### config.mk
export PLATFORM = sky130hd
export DESIGN_NAME = adder_seq_ctrl
export DESIGN_NICKNAME = d
export VERILOG_FILES = /design/src/rtl/adder_seq_ctrl.sv
export SDC_FILE = /design/constraint.sdc
export NUM_CORES = 1
export LEC_CHECK = 0
export BUFFER_PORTS_ARGS = -buffer_cell sky130_fd_sc_hd__buf_2
export CAP_MARGIN = 20
export CORE_MARGIN = 2
export CORE_UTILIZATION = 43
export CTS_CLUSTER_SIZE = 40
export DETAILED_ROUTE_END_ITERATION = 7
export PLACE_DENSITY = 0.84
export SYNTH_ARGS = -nofsm -noshare
export SYNTH_HDL_FRONTEND = slang
export SYNTH_SLANG_ARGS = --single-unit
### constraint.sdc
create_clock -name clk -period 2.2 [get_ports clk]
set_input_delay 0.44 -clock clk [delete_from_list [all_inputs] [get_ports clk]]
set_output_delay 0.44 -clock clk [all_outputs]
set_load 0.005 [all_outputs]
### src/rtl/adder_seq_ctrl.sv
// Two-requester sequencer that time-shares one external 8-bit adder, running BYTES-byte adds LSB first.
// Optional subtract mode is compiled in with `define SUB_EN (adds req0_sub / req1_sub).
module adder_seq_ctrl #(
    parameter int BYTES = 4
) (
    input  logic               clk,
    input  logic               rst_n,
    input  logic               req0_valid,
    output logic               req0_ready,
    input  logic [8*BYTES-1:0] req0_a,
    input  logic [8*BYTES-1:0] req0_b,
    input  logic               req0_ci,
`ifdef SUB_EN
    input  logic               req0_sub,
    input  logic               req1_sub,
`endif
    input  logic               req1_valid,
    output logic               req1_ready,
    input  logic [8*BYTES-1:0] req1_a,
    input  logic [8*BYTES-1:0] req1_b,
    input  logic               req1_ci,
    output logic               rsp_valid,
    input  logic               rsp_ready,
    output logic               rsp_id,
    output logic [8*BYTES-1:0] rsp_sum,
    output logic               rsp_co,
    output logic [7:0]         add_a,
    output logic [7:0]         add_b,
    output logic               add_ci,
    input  logic [7:0]         add_sum,
    input  logic               add_co
);

    localparam int W  = 8 * BYTES;
    localparam int CW = (BYTES > 1) ? $clog2(BYTES) : 1;
    localparam logic [CW-1:0] LAST = CW'(BYTES - 1);

    typedef enum logic [1:0] {IDLE, RUN, DONE} state_t;

    state_t        state_reg;
    logic [W-1:0]  a_reg, b_reg;
    logic          ci_reg, carry_reg, last_grant_reg, sub_reg;
    logic [CW-1:0] cnt_reg;
    logic [7:0]    a_byte   [BYTES];
    logic [7:0]    b_byte   [BYTES];
    logic [7:0]    sum_reg  [BYTES];
    logic          grant0, grant1, grant_any, sub_sel;

`ifdef SUB_EN
    assign sub_sel = grant1 ? req1_sub : req0_sub;
`else
    assign sub_sel = 1'b0;
`endif

    // Ready is gated by rst_n so nothing is acknowledged while reset is held.
    assign grant0    = rst_n && (state_reg == IDLE) && req0_valid && (!req1_valid || last_grant_reg);
    assign grant1    = rst_n && (state_reg == IDLE) && req1_valid && !grant0;
    assign grant_any = grant0 || grant1;

    assign req0_ready = grant0;
    assign req1_ready = grant1;

    for (genvar gi = 0; gi < BYTES; gi++) begin : g_bytes
        assign a_byte[gi] = a_reg[8*gi +: 8];
        assign b_byte[gi] = b_reg[8*gi +: 8];
        assign rsp_sum[8*gi +: 8] = sum_reg[gi];

        always_ff @(posedge clk or negedge rst_n) begin
            if (!rst_n) begin
                sum_reg[gi] <= 8'h00;
            end else if (grant_any) begin
                sum_reg[gi] <= 8'h00;
            end else if (state_reg == RUN && cnt_reg == CW'(gi)) begin
                sum_reg[gi] <= add_sum;
            end
        end
    end

    // Subtraction feeds the inverted B byte; the initial carry of 1 is folded into ci_reg at grant.
    always_comb begin
        add_a  = 8'h00;
        add_b  = 8'h00;
        add_ci = 1'b0;
        if (state_reg == RUN) begin
            add_a  = a_byte[cnt_reg];
            add_b  = b_byte[cnt_reg] ^ {8{sub_reg}};
            add_ci = (cnt_reg == '0) ? ci_reg : carry_reg;
        end
    end

    always_ff @(posedge clk or negedge rst_n) begin
        if (!rst_n) begin
            state_reg      <= IDLE;
            rsp_valid      <= 1'b0;
            rsp_id         <= 1'b0;
            rsp_co         <= 1'b0;
            cnt_reg        <= '0;
            carry_reg      <= 1'b0;
            last_grant_reg <= 1'b1;
            a_reg          <= '0;
            b_reg          <= '0;
            ci_reg         <= 1'b0;
            sub_reg        <= 1'b0;
        end else begin
            case (state_reg)
                IDLE: begin
                    if (grant_any) begin
                        state_reg      <= RUN;
                        cnt_reg        <= '0;
                        rsp_id         <= grant1;
                        last_grant_reg <= grant1;
                        a_reg          <= grant1 ? req1_a : req0_a;
                        b_reg          <= grant1 ? req1_b : req0_b;
                        ci_reg         <= sub_sel ? 1'b1 : (grant1 ? req1_ci : req0_ci);
                        sub_reg        <= sub_sel;
                    end
                end
                RUN: begin
                    carry_reg <= add_co;
                    if (cnt_reg == LAST) begin
                        rsp_co    <= add_co;
                        rsp_valid <= 1'b1;
                        state_reg <= DONE;
                    end else begin
                        cnt_reg <= cnt_reg + CW'(1);
                    end
                end
                DONE: begin
                    if (rsp_ready) begin
                        rsp_valid <= 1'b0;
                        state_reg <= IDLE;
                    end
                end
                default: state_reg <= IDLE;
            endcase
        end
    end

endmodule

==> out/metrics.csv, run 1 <==
metric;value;unit
min_path_type;input port to asynchronous set/reset pin;
top_layer;met4;
grt-ovfl-total;0;
crit_slowest_cell;mux4_2;
criticalPathCategory;flop to output pin;
synth_fa_ha_area_share;0.935;%
fmax;0.458;GHz
worstPathRequired;1.76;ns
syn_area_per_cell;12.9;um^2
power.leakage;3.49;nW
dieArea;13400;um^2
diodes;0;
wl_met2;7.49;mm
maxSlewHeadroom;47.6;%
synth_ff_type;dfrtp_1;
synth_top_area_cell;dfrtp_1;
wl_per_cell;18.6;um
multiInputGateArea;2530;um^2
cts_buffers;9;
syn_area;5350;um^2
period_needed;2.18;ns
clkTransAtPathRegs;0.07;ns
area_growth;30.0;%
grt_use_total;21.3;%
utilization;57.7;%
synth_compound_area_share;13.6;%
synthArstFlopShare;100;%
grt_setup_unrepaired;true;
drive_above_1_share;49.5;%
yosys_warnings;0;
cts_tree;done;
dp.cells;759;
crit_family;multiplexers;
worstPathMaxFanout;5;
final_common_cell;buf_2;
synth_cell_types;37;
drt-initial-drc-count;230;
fin_nets;755;
synth_xor_area_share;0;%
cp_cell_sequence;clkbuf_16, mux4_2, nor2b_4, buf_2;
ir_drop;0.000427;V
rows;40;
grt_pass1_wl;22.0;mm
fin_crit_sh;99.1;%
instances_no_fill;780;
run_status;completed;
final_cell_mix;buf_2, dfrtp_1, o32a_1;
synthCells;414;
drt_pre_antenna_iters;4;
place.port_buffers;197;
drt_wl_total;14.5;mm
ant_nets;0;
worstSkewPairLatency;0.34;ns
die_h;116;um
antenna_found_initial;0;
ys_ff_latch;106;
tightest_slew;0.786;ns
register_area;2660;um^2
finalMaxSlewViolations;0;
start_kind;flop;
nFillCells;992;
fin_hold_ws;0.220;ns
r2r_start;cnt_reg[0];
finClkSkew;0.00824;ns
syn-num-nets;562;
io_pins;198;
muxShareOfSynthArea;22.2;%
slowest_delay;0.50;ns
drt-met1-wl;6.07;mm
critPathCaptureType;output pin;
cts.sinks;106;
setup_viol;0;
maxCapViolations;0;
arrival;1.74;ns
synth_top_family_by_area;multiplexers;
gp_congestion;0.819;
chipWidth;116;um
grt_max_degree;56;
avgViaCountPerCell;5.48;
ctsHtreeMaxLevel;3;
yosys.area_share.simple;9.30;%
synth_top_area_share;49.1;%
crit_buf_inv;2;
hold_viol;0;
cts-root-buf;clkbuf_16;
seq_area_frac_synth;49.6;%
synth_edf_count;0;
vias;4272;
dr_wl_met3;670;um
p_per_area;1300;nW/um^2
initial_core_util;44.4;%
synth.area.top_cells;dfrtp_1, o32a_1, mux4_2;
grt_pass1_vias;4344;
dp_hpwl;10.5;mm
cts_max_path_buffers;2;
drc_errors;0;
startpoint;cnt_reg[0];
coreArea;12100;um^2
## where the power goes
part	internal (mW)	switching, mW	total [mW]
Combinational	2.34	1.84	4.18
Sequential	2.80	0.490	3.29
Clock	0.789	0.765	1.55
Total	5.93	3.09	9.02
## worst reg2reg max path: cells and delay by family (launching register included)
kind	cells	cell delay (ns)
AND/OR/NAND/NOR	2	0.49
buffers and inverters	3	0.48
flip-flops	1	0.46
multiplexers	1	0.25
adder cells (fa/ha/maj)	1	0.19
## logic make-up (layout without fill, tap and decap cells)
| kind of cell | after synthesis | after routing |
|---|---|---|
| flops | 106 | 106 |
| mux | 93 | 93 |
| simple gates | 88 | 88 |
| compound gates | 78 | 78 |
| buf+inv | 45 | 243 |
| fa+ha+maj | 4 | 4 |
## metrics by stage
step / setup TNS (ns) / setup WS, ns / power, mW / area, um^2
6_report: 0 / 0.0187 / 9.02 / 6960
5_1_grt: -0.427 / -0.0331 / 9.63 / 6960
4_1_cts: -0.0258 / -0.0108 / 8.80 / 6820
3_5_place_dp: 0 / 0.174 / 7.24 / 6540
3_3_place_gp: 0 / 0.282 / 7.05 / 6540
2_1_floorplan: 0 / 0.165 / 5.80 / 5350
## cells in the mapped netlist (6+ instances only)
| library cell | instances |
|---|---|
| clkbuf_1 | 23 |
| and3_1 | 23 |
| nor2_1 | 35 |
| buf_4 | 7 |
| nor2b_1 | 17 |
| mux2_1 | 14 |
| mux4_2 | 16 |
| o32a_1 | 42 |
| mux2_2 | 30 |
| dfrtp_1 | 105 |
| mux2i_1 | 33 |
| buf_2 | 6 |
| a221o_1 | 23 |
## layout make-up
class,count,share of cell area [%]
Sequential cell,106,38.1
Clock buffer,9,3.24
Inverter,5,0.306
Timing Repair Buffer,222,18.0
Clock inverter,7,0.917
Tap cell,168,3.02
Multi-Input combinational cell,263,36.3
## metal layers
| metal | up-vias | track usage [%] |
|---|---|---|
| li1 | 1980 | - |
| met2 | 145 | 37.3 |
| met1 | 2131 | 27.2 |
| met4 | 0 | 7.07 |
| met3 | 16 | 3.19 |
| met5 | - | 0 |
## worst paths after layout
| check | end | slack [ns] | cells past startpoint |
|---|---|---|---|
| max reg2reg | rsp_sum[14] | 0.22 | 7 |
| min in group clk | b_reg[28] | 0.32 | 2 |
| max | add_b[7] | 0.02 | 4 |
| min | rsp_id | 0.22 | 2 |
| max in group asynchronous | a_reg[0] | 0.85 | 3 |
| min reg2reg | rsp_id | 0.47 | 1 |
## repair_timing
item / CTS / global route
hold buffers: 0 / 0
setup buffers: 0 / 2
setup endpoints to repair: 4 / 16
gates cloned: 0 / 2
resized for setup: 0 / 17
Power figures use the tool's default switching activity.
==> run 2: changes to the inputs <==
--- a/config.mk
+++ b/config.mk
@@ -7,11 +7,13 @@
 export LEC_CHECK = 0
 export BUFFER_PORTS_ARGS = -buffer_cell sky130_fd_sc_hd__buf_2
 export CAP_MARGIN = 20
+export CELL_PAD_IN_SITES_DETAIL_PLACEMENT = 1
+export CELL_PAD_IN_SITES_GLOBAL_PLACEMENT = 1
 export CORE_MARGIN = 2
-export CORE_UTILIZATION = 43
+export CORE_UTILIZATION = 35
 export CTS_CLUSTER_SIZE = 40
 export DETAILED_ROUTE_END_ITERATION = 7
-export PLACE_DENSITY = 0.84
+export PLACE_DENSITY = 0.87
 export SYNTH_ARGS = -nofsm -noshare
 export SYNTH_HDL_FRONTEND = slang
 export SYNTH_SLANG_ARGS = --single-unit
==> run 2 against run 1 <==
- first-iteration DRC count is 20% lower
- cell count is 2.1% higher
- power increased by 2.3%
- critical path type unchanged
==> out/metrics.csv, run 2 (synthesis results as in run 1) <==
metric;value;unit
run_status;completed;
critPathCaptureType;output pin;
min_path_type;input port to asynchronous set/reset pin;
final_common_cell;buf_2;
finalMaxSlewViolations;0;
io_pins;198;
cts_max_path_buffers;2;
grt_pass1_vias;4670;
fmax;0.459;GHz
power.leakage;3.49;nW
hold_viol;0;
cts_buffers;9;
crit_slowest_cell;mux4_2;
vias;4279;
clkTransAtPathRegs;0.08;ns
worstPathRequired;1.76;ns
maxCapViolations;0;
avgViaCountPerCell;5.38;
finClkSkew;0.0114;ns
cts-root-buf;clkbuf_16;
worstSkewPairLatency;0.35;ns
power;9.23;mW
grt_pass1_wl;25.2;mm
diodes;0;
maxSlewHeadroom;46.8;%
ir_drop;0.000491;V
grt_use_total;20.2;%
rows;45;
tightest_slew;0.796;ns
arrival;1.74;ns
crit_family;multiplexers;
grt-ovfl-total;0;
crit_buf_inv;2;
chipWidth;128;um
dp_hpwl;12.1;mm
drt_pre_antenna_iters;4;
drc_errors;0;
reg2reg_depth;6;
cp_cell_sequence;buf_12, mux4_2, nor2b_4, buf_2;
r2r_start;cnt_reg[0];
dp.cells;778;
fin_hold_ws;0.244;ns
gp_congestion;0.767;
cts_tree;done;
setup_viol;0;
ant_nets;0;
drt_wl_total;16.3;mm
rrSetupSlack;0.31;ns
criticalPathCategory;flop to output pin;
cts.sinks;106;
initial_core_util;35.5;%
drt-initial-drc-count;185;
r2r_end;rsp_sum[0];
slowest_delay;0.50;ns
worstPathMaxFanout;6;
fin_nets;752;
dieArea;16300;um^2
antenna_found_initial;0;
period_needed;2.18;ns
instances_no_fill;796;
wl_per_cell;20.5;um
coreArea;15100;um^2
grt_max_degree;55;
area_growth;30.6;%
final_cell_mix;buf_2, dfrtp_1, o32a_1;
start_kind;flop;
die_h;128;um
ctsHoldBuffers;0;
fin_crit_sh;98.9;%
cp.depth;4;
worstSetupEndpoint;add_b[1];
place.port_buffers;197;
p_per_area;1320;nW/um^2
grt_setup_unrepaired;true;
drive_above_1_share;49.3;%
startpoint;cnt_reg[0];
ctsHtreeMaxLevel;3;
==> run 2: changes by cell type in the layout (fill, tap and decap cells not counted), sizes merged <==
| cell | before | now |
|---|---|---|
| clkinv | 4 | 0 |
| buf | 220 | 218 |
| clkbuf | 11 | 13 |
| bufinv | 0 | 1 |
| clkinvlp | 1 | 0 |
==> run 2: final cells by class <==
class | count | area, um^2
Fill cell | 1627 | 8100
Clock inverter | 3 | 47.5
Inverter | 5 | 18.8
Timing Repair Buffer | 219 | 1250
Tap cell | 188 | 235
Multi-Input combinational cell | 263 | 2540
Sequential cell | 106 | 2660
Clock buffer | 12 | 246
==> run 2: worst min-delay path by stage <==
| stage | from | slack (ns) | cells past startpoint | to |
|---|---|---|---|---|
| 2_1_floorplan | rst_n | 0.14 | 0 | a_reg[0] |
| 3_3_place_gp | rsp_id | 0.46 | 1 | rsp_id |
| 3_5_place_dp | rsp_id | 0.46 | 1 | rsp_id |
| 4_1_cts | rst_n | 0.26 | 2 | rsp_sum[30] |
| 5_1_grt | rsp_ready | 0.29 | 2 | state_reg[1] |
| 6_report | rst_n | 0.24 | 2 | rsp_sum[30] |
==> run 2: metal layers <==
| layer | routed length (um) | global-route usage [%] | share of wire [%] |
|---|---|---|---|
| met1 | 6700 | 24.8 | 41 |
| met2 | 8610 | 36.2 | 53 |
| met3 | 661 | 2.88 | 4.0 |
| met4 | 350 | 7.11 | 2.1 |
| met5 | 0 | 0 | 0 |
==> run 2: power breakdown <==
part           switching (mW)  leakage (nW)  internal (mW)
clock                   0.714         0.144          0.918
combinational            1.86          2.07           2.35
sequential              0.585          1.27           2.81
total                    3.15          3.49           6.08
==> run 2: stage by stage <==
step | util (%) | TNS, ns | worst slack, ns | cell area, um^2
after floorplan | - | 0 | 0.165 | 5350
after global placement | 43.4 | 0 | 0.242 | 6550
after detailed placement | 43.4 | 0 | 0.155 | 6550
after CTS | 45.4 | -0.00636 | -0.00632 | 6850
after global routing | 46.3 | -0.358 | -0.0473 | 6990
final | 46.3 | 0 | 0.0234 | 6990
==> run 2: worst reg2reg max path, stage by stage, from the launching register on <==
cell and delay (ns):
dfrtp_2 0.47, buf_12 0.18, inv_1 0.08, ha_2 0.22
nand3b_1 0.45, mux2i_1 0.33, nor2_1 0.06
==> run 2: timing repair <==
item	CTS	global route
resized for setup	2	25
setup endpoints to repair	9	17
cloned	0	1
setup buffers	0	1
pin swaps	0	0
